==> src/rtl/regfile_pkg.sv <==
`default_nettype none
// +------------------------------------------------------------------+
// | Module : regfile_pkg                                             |
// | Brief  : Shared register-file constants for the writeback path.  |
// | Rev    : 1.0  initial release                                    |
// +------------------------------------------------------------------+
package regfile_pkg;
  localparam int ADDR_W   = 5;
  localparam int DATA_W   = 32;
  localparam int NUM_REGS = 32;
  localparam logic [4:0] REG_ZERO = 5'd0;
endpackage
`default_nettype wire

==> src/rtl/regfile_wb_arbiter_rr_picker.sv <==
`default_nettype none
// +------------------------------------------------------------------+
// | Module : rr_picker                                               |
// | Brief  : Rotating-priority encoder. Returns the first set request |
// |          at or after i_ptr, wrapping modulo N.                   |
// | Rev    : 1.0  initial release                                    |
// +------------------------------------------------------------------+
module rr_picker #(
  parameter int N     = 3,
  parameter int PTR_W = (N > 1) ? $clog2(N) : 1
) (
  input  logic [N-1:0]     i_req,
  input  logic [PTR_W-1:0] i_ptr,
  output logic             o_any,
  output logic [PTR_W-1:0] o_idx,
  output logic [N-1:0]     o_onehot
);

  // Scan from farthest to nearest offset so the nearest hit is the last write.
  always_comb begin : p_pick
    int j;
    o_any    = 1'b0;
    o_idx    = '0;
    o_onehot = '0;
    for (int k = N - 1; k >= 0; k--) begin
      j = int'(i_ptr) + k;
      if (j >= N) j = j - N;
      if (i_req[j]) begin
        o_any = 1'b1;
        o_idx = PTR_W'(j);
      end
    end
    for (int i = 0; i < N; i++) begin
      o_onehot[i] = o_any && (o_idx == PTR_W'(i));
    end
  end

endmodule
`default_nettype wire

==> src/rtl/regfile_wb_arbiter.sv <==
`default_nettype none
// +------------------------------------------------------------------+
// | Module : regfile_wb_arbiter                                      |
// | Brief  : Round-robin arbiter sharing the register file write port|
// |          between N_REQ writeback requesters via one staging slot.|
// | Rev    : 1.0  initial release                                    |
// +------------------------------------------------------------------+
module regfile_wb_arbiter
  import regfile_pkg::*;
#(
  parameter int N_REQ  = 3,
  parameter int ADDR_W = regfile_pkg::ADDR_W,
  parameter int DATA_W = regfile_pkg::DATA_W
) (
  input  logic                    clock,
  input  logic                    reset,
  input  logic                    hold,
  input  logic [N_REQ-1:0]        req_valid,
  input  logic [N_REQ*ADDR_W-1:0] req_reg,
  input  logic [N_REQ*DATA_W-1:0] req_data,
  output logic [N_REQ-1:0]        req_ready,
  output logic                    regWrite,
  output logic [ADDR_W-1:0]       writeRegister,
  output logic [DATA_W-1:0]       writeData,
  output logic                    pend_valid,
  output logic [ADDR_W-1:0]       pend_reg
);

  localparam int PTR_W = $clog2(N_REQ);

  logic              r_stg_valid;
  logic [ADDR_W-1:0] r_stg_reg;
  logic [DATA_W-1:0] r_stg_data;
  logic [PTR_W-1:0]  r_rr_ptr;

  logic              w_drain;
  logic              w_can_acc;
  logic [N_REQ-1:0]  w_req_masked;
  logic              w_any;
  logic [PTR_W-1:0]  w_idx;
  logic [N_REQ-1:0]  w_onehot;
  logic [ADDR_W-1:0] w_sel_reg;
  logic [DATA_W-1:0] w_sel_data;
  logic [PTR_W-1:0]  w_next_ptr;

  // The slot can take a new entry when empty or when it empties this cycle.
  always_comb begin
    w_drain      = r_stg_valid & ~hold;
    w_can_acc    = (~r_stg_valid | w_drain) & ~reset;
    w_req_masked = req_valid & {N_REQ{w_can_acc}};
  end

  rr_picker #(
    .N     (N_REQ),
    .PTR_W (PTR_W)
  ) u_picker (
    .i_req    (w_req_masked),
    .i_ptr    (r_rr_ptr),
    .o_any    (w_any),
    .o_idx    (w_idx),
    .o_onehot (w_onehot)
  );

  // Select the granted requester's payload and the pointer just past it.
  always_comb begin
    w_sel_reg  = '0;
    w_sel_data = '0;
    for (int i = 0; i < N_REQ; i++) begin
      if (w_onehot[i]) begin
        w_sel_reg  = req_reg[i*ADDR_W +: ADDR_W];
        w_sel_data = req_data[i*DATA_W +: DATA_W];
      end
    end
    w_next_ptr = (w_idx == PTR_W'(N_REQ - 1)) ? '0 : w_idx + PTR_W'(1);
  end

  // Staging slot and round-robin pointer; a grant overrides a same-edge drain.
  always_ff @(posedge clock) begin
    if (reset) begin
      r_stg_valid <= 1'b0;
      r_stg_reg   <= '0;
      r_stg_data  <= '0;
      r_rr_ptr    <= '0;
    end else if (w_any) begin
      r_stg_valid <= 1'b1;
      r_stg_reg   <= w_sel_reg;
      r_stg_data  <= w_sel_data;
      r_rr_ptr    <= w_next_ptr;
    end else if (w_drain) begin
      r_stg_valid <= 1'b0;
    end
  end

  // Write-port and hazard outputs; all forced quiet while reset is high.
  always_comb begin
    req_ready     = w_onehot;
    regWrite      = w_drain & (r_stg_reg != ADDR_W'(REG_ZERO)) & ~reset;
    writeRegister = reset ? '0 : r_stg_reg;
    writeData     = reset ? '0 : r_stg_data;
    pend_valid    = r_stg_valid & ~reset;
    pend_reg      = pend_valid ? r_stg_reg : '0;
  end

endmodule
`default_nettype wire
==> config.mk <==
export PLATFORM = sky130hd
export DESIGN_NAME = regfile_wb_arbiter
export DESIGN_NICKNAME = d
export VERILOG_FILES = /design/src/rtl/regfile_pkg.sv /design/src/rtl/regfile_wb_arbiter_rr_picker.sv /design/src/rtl/regfile_wb_arbiter.sv
export SDC_FILE = /design/constraint.sdc
export NUM_CORES = 1
export LEC_CHECK = 0
export BUFFER_PORTS_ARGS = -buffer_cell sky130_fd_sc_hd__buf_2
export CORE_UTILIZATION = 40
export CTS_BUF_LIST = sky130_fd_sc_hd__clkbuf_16
export DETAILED_ROUTE_END_ITERATION = 7
export GPL_ROUTABILITY_DRIVEN = 0
export PLACE_DENSITY = 0.75
export SLEW_MARGIN = 20
export SYNTH_ARGS = -nofsm -noshare
export SYNTH_HDL_FRONTEND = slang
export SYNTH_SLANG_ARGS = --single-unit
==> constraint.sdc <==
create_clock -name clock -period 2.4 [get_ports clock]
set_input_delay 0.24 -clock clock [delete_from_list [all_inputs] [get_ports clock]]
set_output_delay 0.24 -clock clock [all_outputs]
set_load 0.05 [all_outputs]
Yosys cells after proc, flatten, opt, wreduce, memory -nomap -nowiden

Cells that the tools add are included.

Register bits: 40
Input port bits: 117
Output and inout port bits: 47
Logic and storage cells: 64

Add/subtract/negate cells: 6
Order comparisons: 6
Equality and inequality tests: 2
Mux-type cells: 30
Bitwise logic cells: 10
Reduce and logical (&&, ||, !) cells: 6

Operators with widths:

| operator                                                                | count |
|---|---|
| 32-bit two-way mux                                                      | 7 |
| 32-bit by 4-bit < comparator with 1-bit output (second input constant)  | 3 |
| 32-bit by 3-bit >= comparator with 1-bit output (second input constant) | 2 |
| 32-bit by 3-bit subtractor with 32-bit output (second input constant)   | 2 |
| 5-bit two-way mux                                                       | 5 |
| 1-bit two-way mux                                                       | 11 |
| 2-bit two-way mux                                                       | 4 |
| 1-bit binary-select mux with 2-bit select                               | 3 |
| 1-bit AND                                                               | 5 |
| 5-bit nonzero test                                                      | 1 |
| 2-bit by 1-bit adder with 3-bit output (second input constant)          | 1 |
| 2-bit by 2-bit adder with 3-bit output (second input constant)          | 1 |
| 3-bit AND                                                               | 1 |
| 1-bit logical AND                                                       | 3 |
| 1-bit NOT                                                               | 3 |
| 2-bit by 2-bit subtractor with 3-bit output (second input constant)     | 1 |
| 2-bit by 1-bit adder with 2-bit output (second input constant)          | 1 |
| 2-bit by 1-bit == test with 1-bit output (second input constant)        | 1 |
| 2-bit == test (second input constant)                                   | 1 |
| 2-bit >= comparator (second input constant)                             | 1 |
| 2-bit logical NOT                                                       | 1 |
| 2-bit nonzero test                                                      | 1 |
| 1-bit OR                                                                | 1 |

Logic depth before layout (Yosys ltp)

Gate-level depths: netlist (run 1).

Word-level depth: 16
Depth in mapped cells: 10

By module

From an unflattened synthesis (run 1), not the netlist that was laid out.

Cells, all modules: 319
Area, all modules: 3119.2 µm²

Modules (own cells, without submodules):

| module             | times used | cells each | area each (µm²) | seq. area each (µm²) |
|---|---|---|---|---|
| regfile_wb_arbiter | 1          | 279        | 2849.0          | 800.8 |
| rr_picker          | 1          | 40         | 270.3           | 0.0 |

Least setup slack after synthesis (run 1)

Ideal clock, no wire load.

Path kind: input to output
Start: input port reset
End: output port regWrite
Data arrival time: 2.447 ns
Required time: 2.160 ns
Setup slack: -0.287 ns
Stages on the path: 3
Cells stage by stage: clkbuf_1 > nor2b_1 > nor3b_1

Word-level cells in the longest chain between the ends: 2

Ends and longest elaborated chain:

| item               | RTL line                 | text |
|---|---|---|
| start: declaration | regfile_wb_arbiter.sv:16 | `input logic reset,` |
| 1-bit NOT          | regfile_wb_arbiter.sv:97 | `regWrite = w_drain & (r_stg_reg != ADDR_W'(REG_ZERO)) & ~reset;` |
| 1-bit AND          | regfile_wb_arbiter.sv:97 |  |
| end: declaration   | regfile_wb_arbiter.sv:22 | `output logic regWrite,` |

No other way between the ends.

Final worst setup path (run 1)

Start: register r_rr_ptr[0]
End: output port req_ready[0]

Word-level cells in the longest chain between the ends: 11
Elaborated cells on any way between the ends: 28
Those cells by class: add/sub: 5; order compare: 3; mux: 18; reduce/logical: 2

Ends and longest elaborated chain:

| item                                                                                                             | RTL line                           | text |
|---|---|---|
| start: declaration                                                                                               | regfile_wb_arbiter.sv:34           | `logic [PTR_W-1:0] r_rr_ptr;` |
| start signal: assignment                                                                                         | regfile_wb_arbiter.sv:88           | `r_rr_ptr <= w_next_ptr;` |
| 2-bit by 2-bit adder with 3-bit output                                                                           | regfile_wb_arbiter_rr_picker.sv:26 | `j = int'(i_ptr) + k;` |
| 32-bit by 3-bit subtractor with 32-bit output or 32-bit by 3-bit >= comparator with 1-bit output (tied branches) | regfile_wb_arbiter_rr_picker.sv:27 | `if (j >= N) j = j - N;` |
| 32-bit two-way mux                                                                                               | regfile_wb_arbiter_rr_picker.sv:27 |  |
| 1-bit binary-select mux with 2-bit select                                                                        | regfile_wb_arbiter_rr_picker.sv:28 | `if (i_req[j]) begin` |
| 1-bit two-way mux (not written as such) (2 in series)                                                            | regfile_wb_arbiter_rr_picker.sv:28 |  |
| 2-bit two-way mux (3 in series)                                                                                  | regfile_wb_arbiter_rr_picker.sv:28 |  |
| 2-bit logical NOT                                                                                                | regfile_wb_arbiter_rr_picker.sv:34 | `o_onehot[i] = o_any && (o_idx == PTR_W'(i));` |
| 1-bit logical AND *                                                                                              | regfile_wb_arbiter_rr_picker.sv:34 |  |
| end: declaration                                                                                                 | regfile_wb_arbiter.sv:21           | `output logic [N_REQ-1:0] req_ready,` |

Mark *: on every way between the ends. The rest lies on a longest branch, timed or not. The select of a mux whose other input is x is not followed.

==> reports/qor.csv, run 1 <==
metric,value,unit
PwrDens,780.7,mW/mm^2
RSZ-0062 raised after global routing,no,
root buffer cell,clkbuf_16,
Longest Clk Path Bufs,2,
cell family with most CP delay,compound AO/OA/AOI/OAI gates,
clock skew,0.004318,ns
Fin Setup TNS,0,ns
CTS H-tree lvls,2,
outcome,"complete, no violations",
Worst Hold Class,in -> reg,
placed cells,530,
Hold Slack,0.1774,ns
Synth warnings,0,
Placement Rows,28,
HPWL after detailed placement,5.745,mm
CP Buf/Inv Count,3,
Max Freq,0.4327,GHz
clock-pin transition on the worst setup and hold timing paths,0.06,ns
initial antenna violation count,0,
hold_buf cts,0,
vias in the first global route,2612,
DRC,0,
total wire length,7.652,mm
Syn Inst Count,303,
DRT iter0 DRCs,141,
portion of netlist area occupied by mux cells,14.87,%
share of cells above drive strength 1,43.75,%
sequential area share after synthesis,31.30,%
largest net degree at the start of global routing,42,
nature of the critical path startpoint,flop,
port bufs,163,
Fin. Hold Viols,0,
combinational family with the most area after synthesis,compound AO/OA/AOI/OAI gates,
critical path type,reg -> out,
Synth Area in Simple Gates,20.39,%
die area,0.006721,mm^2
Top-Level Pins,164,
clk_lat worst skew,0.28,ns
"setup slack, reg-to-reg",0.23,ns
TritonCTS clock tree,yes,
most frequent cells in the layout,"160 x buf_2, 42 x nor2b_1, 39 x dfxtp_1",
Worst EP required,2.16,ns
max reg flops,32,
"Core Util, Final",60.36,%
"Slew Viols, Final",0,
drt wl/cell,14.20,um
Mapped Area,0.002559,mm^2
period utilization,96.29,%
XOR/XNOR share of the synthesized area,0,%
CP peak stage delay,0.38,ns
first-pass GRT wire length,11.81,mm
Nets,583,
maxcap violations,0,
static leakage,1.629,nW
CP max FO,7,
"critical path, cell by cell","inv_1, ha_2, a21boi_0, a221oi_2, o2111ai_2, nand4b_1, inv_1, buf_4",
"Setup violations, final",0,
CTS Sinks,40,
number of vias per cell,5.252,
compound-cell area share of the yosys netlist,26.06,%
die outline width,81.98,um
post-synthesis adder-cell area fraction,1.467,%
Syn Nets,423,
Avg Inst Size Synth,8.445,um^2
Yosys reg bits,40,
VDD IR max,0.0003800,V
Yosys cell types,35,
Layout area overhead,42.98,%
Detail Route Antenna Nets,0,
initial core utilization,42.22,%
overall power,0.002856,W
most frequent cell on the critical path,inv_1,
GRT Resource Usage Total,22.68,%
Tightest Pin Transition,0.4736,ns
Critical Path AT,2.07,ns
critical path capture point type,output pin,
instance count on the critical path,8,
Via Count,2831,
Hold Crit Depth,3,
slew margin rel.,68.42,%
cts bufs inserted,5,
drt pass-1 iters,4,
R2R depth,9,
core footprint,0.006061,mm^2
Finished Layout Cells,539,
CP max stage cell,ha_2,
gr ovfl total,0,
"most common cell after layout, fill and taps aside",buf_2,
min Tclk post-route,2.311,ns
die height,81.98,um
antenna fix cells,0,
## stage by stage
stage	worst slack, ns	cell area [um^2]
2_1_floorplan	0.1597	2564
3_3_place_gp	0.3212	3460
3_5_place_dp	0.2376	3460
4_1_cts	0.01324	3645
5_1_grt	0.004697	3659
6_report	0.08906	3659
## worst min-delay path, delay by kind of cell
family	cells	cell delay (ns)
AOI/OAI and AO/OA	1	0.07
and+or+nand+nor	1	0.04
buffers and inverters	1	0.07
## cells by family (layout without fill, tap and decap cells)
| logic type | after synthesis | after routing |
|---|---|---|
| compound gates | 94 | 94 |
| simple gates | 99 | 99 |
| fa+ha+maj | 3 | 3 |
| flops | 40 | 40 |
| buf+inv | 29 | 190 |
| mux | 38 | 38 |
## power breakdown
| part | leakage [nW] | switching (W) | total [W] | internal (W) |
|---|---|---|---|---|
| clock | 0.0798 | 0.000272 | 0.000761 | 0.000488 |
| combinational | 1.22 | 0.000794 | 0.00123 | 0.000434 |
| sequential | 0.334 | 0.0000463 | 0.000868 | 0.000821 |
## final timing paths
path | from | endpoint
min | req_data[66] | r_stg_data[2]
min reg2reg | r_rr_ptr[0] | r_rr_ptr[0]
max | r_rr_ptr[0] | req_ready[0]
max reg2reg | r_rr_ptr[0] | r_stg_data[31]
## final cells by class
cell class,count,area (um^2)
timing repair buffer,176,945.9
tap,75,93.84
clock buffer,5,125.1
multi-input combinational,234,1627
sequential,40,802.0
fill,587,2402
inverter,6,22.52
clock inverter,3,42.54
## cell usage after synthesis
library cell | number | area share [%]
nand4b_1 | 1 | 0.34
inv_2 | 1 | 0.15
a21oi_4 | 1 | 0.64
nand2_1 | 35 | 5.1
ha_1 | 3 | 1.5
o21ai_1 | 2 | 0.39
o211ai_1 | 31 | 9.1
a21o_1 | 1 | 0.29
buf_4 | 2 | 0.59
o2111ai_1 | 1 | 0.34
nand2b_1 | 1 | 0.24
o21ba_2 | 1 | 0.39
buf_2 | 10 | 2.0
nor3b_1 | 2 | 0.59
mux2i_1 | 38 | 15
o211a_1 | 1 | 0.39
o21ai_4 | 1 | 0.64
o221ai_1 | 1 | 0.34
a21boi_0 | 1 | 0.29
a21oi_1 | 11 | 2.2
nor3_4 | 1 | 0.64
or4_1 | 1 | 0.29
and2_1 | 5 | 1.2
a221oi_2 | 1 | 0.59
o2111a_2 | 1 | 0.49
o21ai_0 | 32 | 6.3
nand3_1 | 1 | 0.20
a221oi_1 | 1 | 0.34
inv_1 | 5 | 0.73
dfxtp_1 | 40 | 31
a211oi_2 | 7 | 3.4
buf_6 | 3 | 1.3
clkbuf_1 | 8 | 1.2
nor2_1 | 10 | 1.5
nor2b_1 | 42 | 10
## what timing repair did
action,CTS,global route
setup endpoints to repair,2,3
pin swaps,0,2
buffers inserted,0,1
resized for setup,5,3
## routing by layer
| metal | GRT usage [%] | vias to the layer above | routed length [um] |
|---|---|---|---|
| met3 | 5.333 | 10 | 525 |
| met2 | 41.07 | 131 | 3938 |
| met5 | 0 | - | 0 |
| met1 | 26.64 | 1290 | 3119 |
| met4 | 5.439 | 0 | 69 |
| li1 | - | 1400 | - |
Note: power is estimated with default switching activity, not from simulation.
==> run 2, diff against run 1 <==
- BUFFER_PORTS_ARGS: -buffer_cell sky130_fd_sc_hd__buf_2 -> -buffer_cell sky130_fd_sc_hd__buf_4
==> run 2 against run 1 <==
Global-route usage up 1.3 points. Cell area up 13%. Via count up 1.0%. Critical path depth unchanged. Non-clock buffer count up 3. Critical path type unchanged. Highest routed layer unchanged.
==> reports/qor.csv, run 2 (same netlist as run 1, synthesis figures left out) <==
metric,value,unit
min Tclk post-route,2.307,ns
critical path type,reg -> out,
hold_buf cts,0,
outcome,"complete, no violations",
DRT iter0 DRCs,123,
"Slew Viols, Final",0,
share of cells above drive strength 1,45.18,%
cts bufs inserted,5,
"Setup violations, final",0,
HPWL after detailed placement,6.095,mm
Max Freq,0.4335,GHz
initial core utilization,42.22,%
GRT Resource Usage Total,23.99,%
Setup WS post-layout,0.09344,ns
VDD IR max,0.0004625,V
Top-Level Pins,164,
most frequent cells in the layout,"176 x buf_4, 41 x nor2b_1, 40 x dfxtp_1",
Worst Hold Class,in -> reg,
CP max FO,7,
Longest Clk Path Bufs,2,
Tightest Pin Transition,0.4447,ns
initial antenna violation count,0,
Layout area overhead,61.47,%
maxcap violations,0,
Critical Path Source,r_rr_ptr[0],
Highest Signal Layer,met4,
clock skew,0.004172,ns
CTS Sinks,40,
Critical R2R Launch,r_rr_ptr[0],
period utilization,96.11,%
core footprint,0.006061,mm^2
clock-pin transition on the worst setup and hold timing paths,0.06,ns
critical path capture point type,output pin,
drt wl/cell,15.38,um
"setup slack, reg-to-reg",0.24,ns
Detail Route Antenna Nets,0,
number of vias per cell,5.277,
"most common cell after layout, fill and taps aside",buf_4,
static leakage,1.768,nW
Critical path destination,req_ready[0],
clk_lat worst skew,0.28,ns
slew margin rel.,70.26,%
first-pass GRT wire length,12.36,mm
drt pass-1 iters,4,
die area,0.006721,mm^2
Fillers,520,
nature of the critical path startpoint,flop,
met2 wire len,4.344,mm
Sequential Area,800.8,um^2
"worst slack, placed",0.2038,ns
Detail Route met3 WL,625,um
CTS H-tree lvls,2,
Fin. Hold Viols,0,
Fin Setup TNS,0,ns
RSZ-0062 raised after global routing,no,
Placement Rows,28,
antenna fix cells,0,
Worst EP required,2.16,ns
DRC,0,
vias in the first global route,2681,
root buffer cell,clkbuf_16,
port bufs,163,
wl on met1,3.279,mm
Nets,586,
die height,81.98,um
die outline width,81.98,um
Critical Path AT,2.07,ns
Via Count,2860,
max reg flops,32,
FF-to-FF End,r_stg_data[30],
PwrDens,725.8,mW/mm^2
R2R depth,8,
overall power,0.002999,W
total wire length,8.338,mm
largest net degree at the start of global routing,42,
gr ovfl total,0,
TritonCTS clock tree,yes,
multi-input logic area,0.001658,mm^2
[run 2: cell type report]
type                            count  area share [%]
Clock buffer                        5           3.028
Inverter                            6          0.6057
Multi-Input combinational cell    234           40.13
Sequential cell                    40           19.38
Clock inverter                      3           1.030
Tap cell                           75           2.271
Timing Repair Buffer              179           33.56
[run 2: power breakdown]
part	total, W	leakage [nW]	switching (W)	internal, W
Combinational	0.00139	1.35	0.000826	0.000561
Sequential	0.000860	0.334	0.0000390	0.000821
Clock	0.000752	0.0798	0.000264	0.000488
[run 2: per-stage QoR]
| stage | std cells | hold WS, ns | utilization, % | area, um^2 |
|---|---|---|---|---|
| final | 542 | 0.1807 | 68.17 | 4131 |
| after global routing | 542 | 0.1861 | 68.17 | 4131 |
| after CTS | 538 | 0.1755 | 66.58 | 4035 |
| after detailed placement | 530 | 0.4662 | 63.81 | 3867 |
| after global placement | 530 | 0.4584 | 63.81 | 3867 |
| after floorplan | 303 | 0.3461 | - | 2564 |
[run 2: worst min path at each step]
stage,startpoint,endpoint,depth (start not counted)
3_5_place_dp,req_data[71],r_stg_data[7],3
6_report,req_data[93],r_stg_data[29],3
5_1_grt,req_data[66],r_stg_data[2],3
3_3_place_gp,req_data[73],r_stg_data[9],3
2_1_floorplan,hold,r_stg_valid,2
4_1_cts,req_data[71],r_stg_data[7],3
[run 2: worst max-delay path: stages (launching register included)]
cell,delay (ns)
dfxtp_1,0.37
inv_1,0.06
ha_2,0.41
a21boi_0,0.12
a221oi_2,0.25
o2111ai_2,0.18
nand4b_1,0.17
inv_1,0.05
buf_4,0.18
[run 2: repair_timing]
action	in CTS	in global routing
setup buffers	0	3
resized for setup	0	12
endpoints found under the hold margin	0	0
setup endpoints to repair	0	12
[run 2: routing by layer]
| layer | global-route usage [%] | up-vias |
|---|---|---|
| met3 | 5.889 | 6 |
| met1 | 28.72 | 1337 |
| met4 | 5.614 | 0 |
| met2 | 42.64 | 113 |
| li1 | - | 1404 |
| met5 | 0 | - |
==> run 3, diff against run 2 <==
- CELL_PAD_IN_SITES_DETAIL_PLACEMENT: unset -> 0
- CELL_PAD_IN_SITES_GLOBAL_PLACEMENT: unset -> 1
- CORE_UTILIZATION: 40 -> 29
- PLACE_DENSITY: 0.75 -> 0.79
==> run 3 against run 2 <==
Combinational power hardly changed. First-iteration DRC count shrank 50%. Global-route usage decreased by 5.2 points. Count of clock-buffer cells in the layout unchanged.
==> reports/qor.csv, run 3 (same netlist as run 1, synthesis figures left out) <==
metric,value,unit
Detail Route Antenna Nets,0,
die area,0.009203,mm^2
number of vias per cell,4.940,
placed cells,560,
root buffer cell,clkbuf_16,
gr ovfl total,0,
"Setup violations, final",0,
DRT iter0 DRCs,62,
static leakage,1.750,nW
maxcap violations,0,
critical path type,reg -> out,
critical path capture point type,output pin,
clock skew,0.002561,ns
core footprint,0.008382,mm^2
Critical Path AT,2.04,ns
PwrDens,696.9,mW/mm^2
clock-pin transition on the worst setup and hold timing paths,0.06,ns
Fillers,856,
Fin Setup TNS,0,ns
Nets,585,
nature of the critical path startpoint,flop,
Worst Hold Class,in -> reg,
VDD IR max,0.0002807,V
outcome,"complete, no violations",
port bufs,163,
HPWL after detailed placement,6.267,mm
Placement Rows,33,
Top-Level Pins,164,
initial core utilization,30.53,%
die outline width,95.93,um
CP peak stage delay,0.38,ns
largest net degree at the start of global routing,42,
Tightest Pin Transition,0.4922,ns
most frequent cells in the layout,"175 x buf_4, 42 x nor2b_1, 39 x dfxtp_1",
share of cells above drive strength 1,43.78,%
TritonCTS clock tree,yes,
GRT Resource Usage Total,18.80,%
total wire length,8.534,mm
vias in the first global route,2763,
Worst EP required,2.16,ns
Finished Layout Cells,571,
die height,95.93,um
Fin. Hold Viols,0,
cts bufs inserted,5,
antenna fix cells,0,
Via Count,2821,
"Slew Viols, Final",0,
drt wl/cell,14.95,um
DRC,0,
slew margin rel.,67.18,%
CP max FO,7,
max reg flops,32,
CTS H-tree lvls,2,
period utilization,95.12,%
initial antenna violation count,0,
Longest Clk Path Bufs,2,
first-pass GRT wire length,13.23,mm
Layout area overhead,60.29,%
clk_lat worst skew,0.28,ns
drt pass-1 iters,4,
Max Freq,0.4380,GHz
min Tclk post-route,2.283,ns
RSZ-0062 raised after global routing,no,
"critical path, cell by cell","inv_1, ha_2, nor2b_1, o21ai_1, o2111ai_2, nand4b_1, inv_1, buf_4",
CTS Sinks,40,
most frequent cell on the critical path,inv_1,
"most common cell after layout, fill and taps aside",buf_4,
CP max stage cell,ha_2,
[run 3: cell count changes in the layout (fill, tap and decap cells not counted), sizes merged]
cell      before  now
clkbuf         6    5
clkinvlp       1    0
inv            6    8
bufinv         1    0
[run 3: worst max-delay path: cells and delay by family, from the launching register on]
kind / cells / cell delay (ns)
and+or+nand+nor: 2 / 0.42
adders and majority gates: 1 / 0.38
DFF: 1 / 0.35
buffers and inverters: 3 / 0.32
AOI/OAI and AO/OA: 2 / 0.30
[run 3: final timing paths]
check                                   from              to  slack (ns)  depth (start not counted)
worst max-delay path             r_rr_ptr[0]    req_ready[0]        0.12                          8
worst min register to register   r_rr_ptr[0]     r_rr_ptr[0]        0.50                          2
worst max register to register   r_rr_ptr[0]  r_stg_data[27]        0.26                          8
worst min-delay path            req_data[93]  r_stg_data[29]        0.18                          3
[run 3: layout make-up]
cell class	count	area, um^2	share of cell area (%)
Tap cell	105	131.4	3.203
Timing Repair Buffer	178	1365	33.28
Clock inverter	3	11.26	0.2746
Multi-Input combinational cell	234	1644	40.09
Inverter	6	22.52	0.5491
Sequential cell	40	802.0	19.55
Clock buffer	5	125.1	3.051
[run 3: through the flow]
| step | hold WS, ns | power (W) | utilization (%) | worst slack (ns) | instance area, um^2 |
|---|---|---|---|---|---|
| finish | 0.1770 | 0.002858 | 48.93 | 0.1170 | 4101 |
| global route | 0.1762 | 0.003033 | 48.93 | 0.01595 | 4101 |
| CTS | 0.1742 | 0.002855 | 48.25 | 0.01205 | 4044 |
| detailed placement | 0.4678 | 0.002213 | 46.59 | 0.2049 | 3905 |
| global placement | 0.4634 | 0.002200 | 46.59 | 0.2256 | 3905 |
| floorplan | 0.3461 | 0.001752 | - | 0.1597 | 2564 |
[run 3: power breakdown]
part	internal (W)	switching, W
sequential	0.000821	0.0000438
combinational	0.000547	0.000811
clock	0.000374	0.000261
[run 3: timing repair]
| action | CTS | global route |
|---|---|---|
| setup buffers | 0 | 3 |
| hold buffers | 0 | 0 |
| setup endpoints to repair | 2 | 3 |
| cloned | 0 | 0 |
| pin swaps | 1 | 1 |
| resized for setup | 1 | 9 |
[run 3: per-layer routing]
layer	up-vias	GRT usage [%]	wire length, um
met5	-	0	0
met4	0	4.104	51
met3	6	5.608	560
met2	102	32.50	4236
met1	1307	22.92	3686
li1	1406	-	-
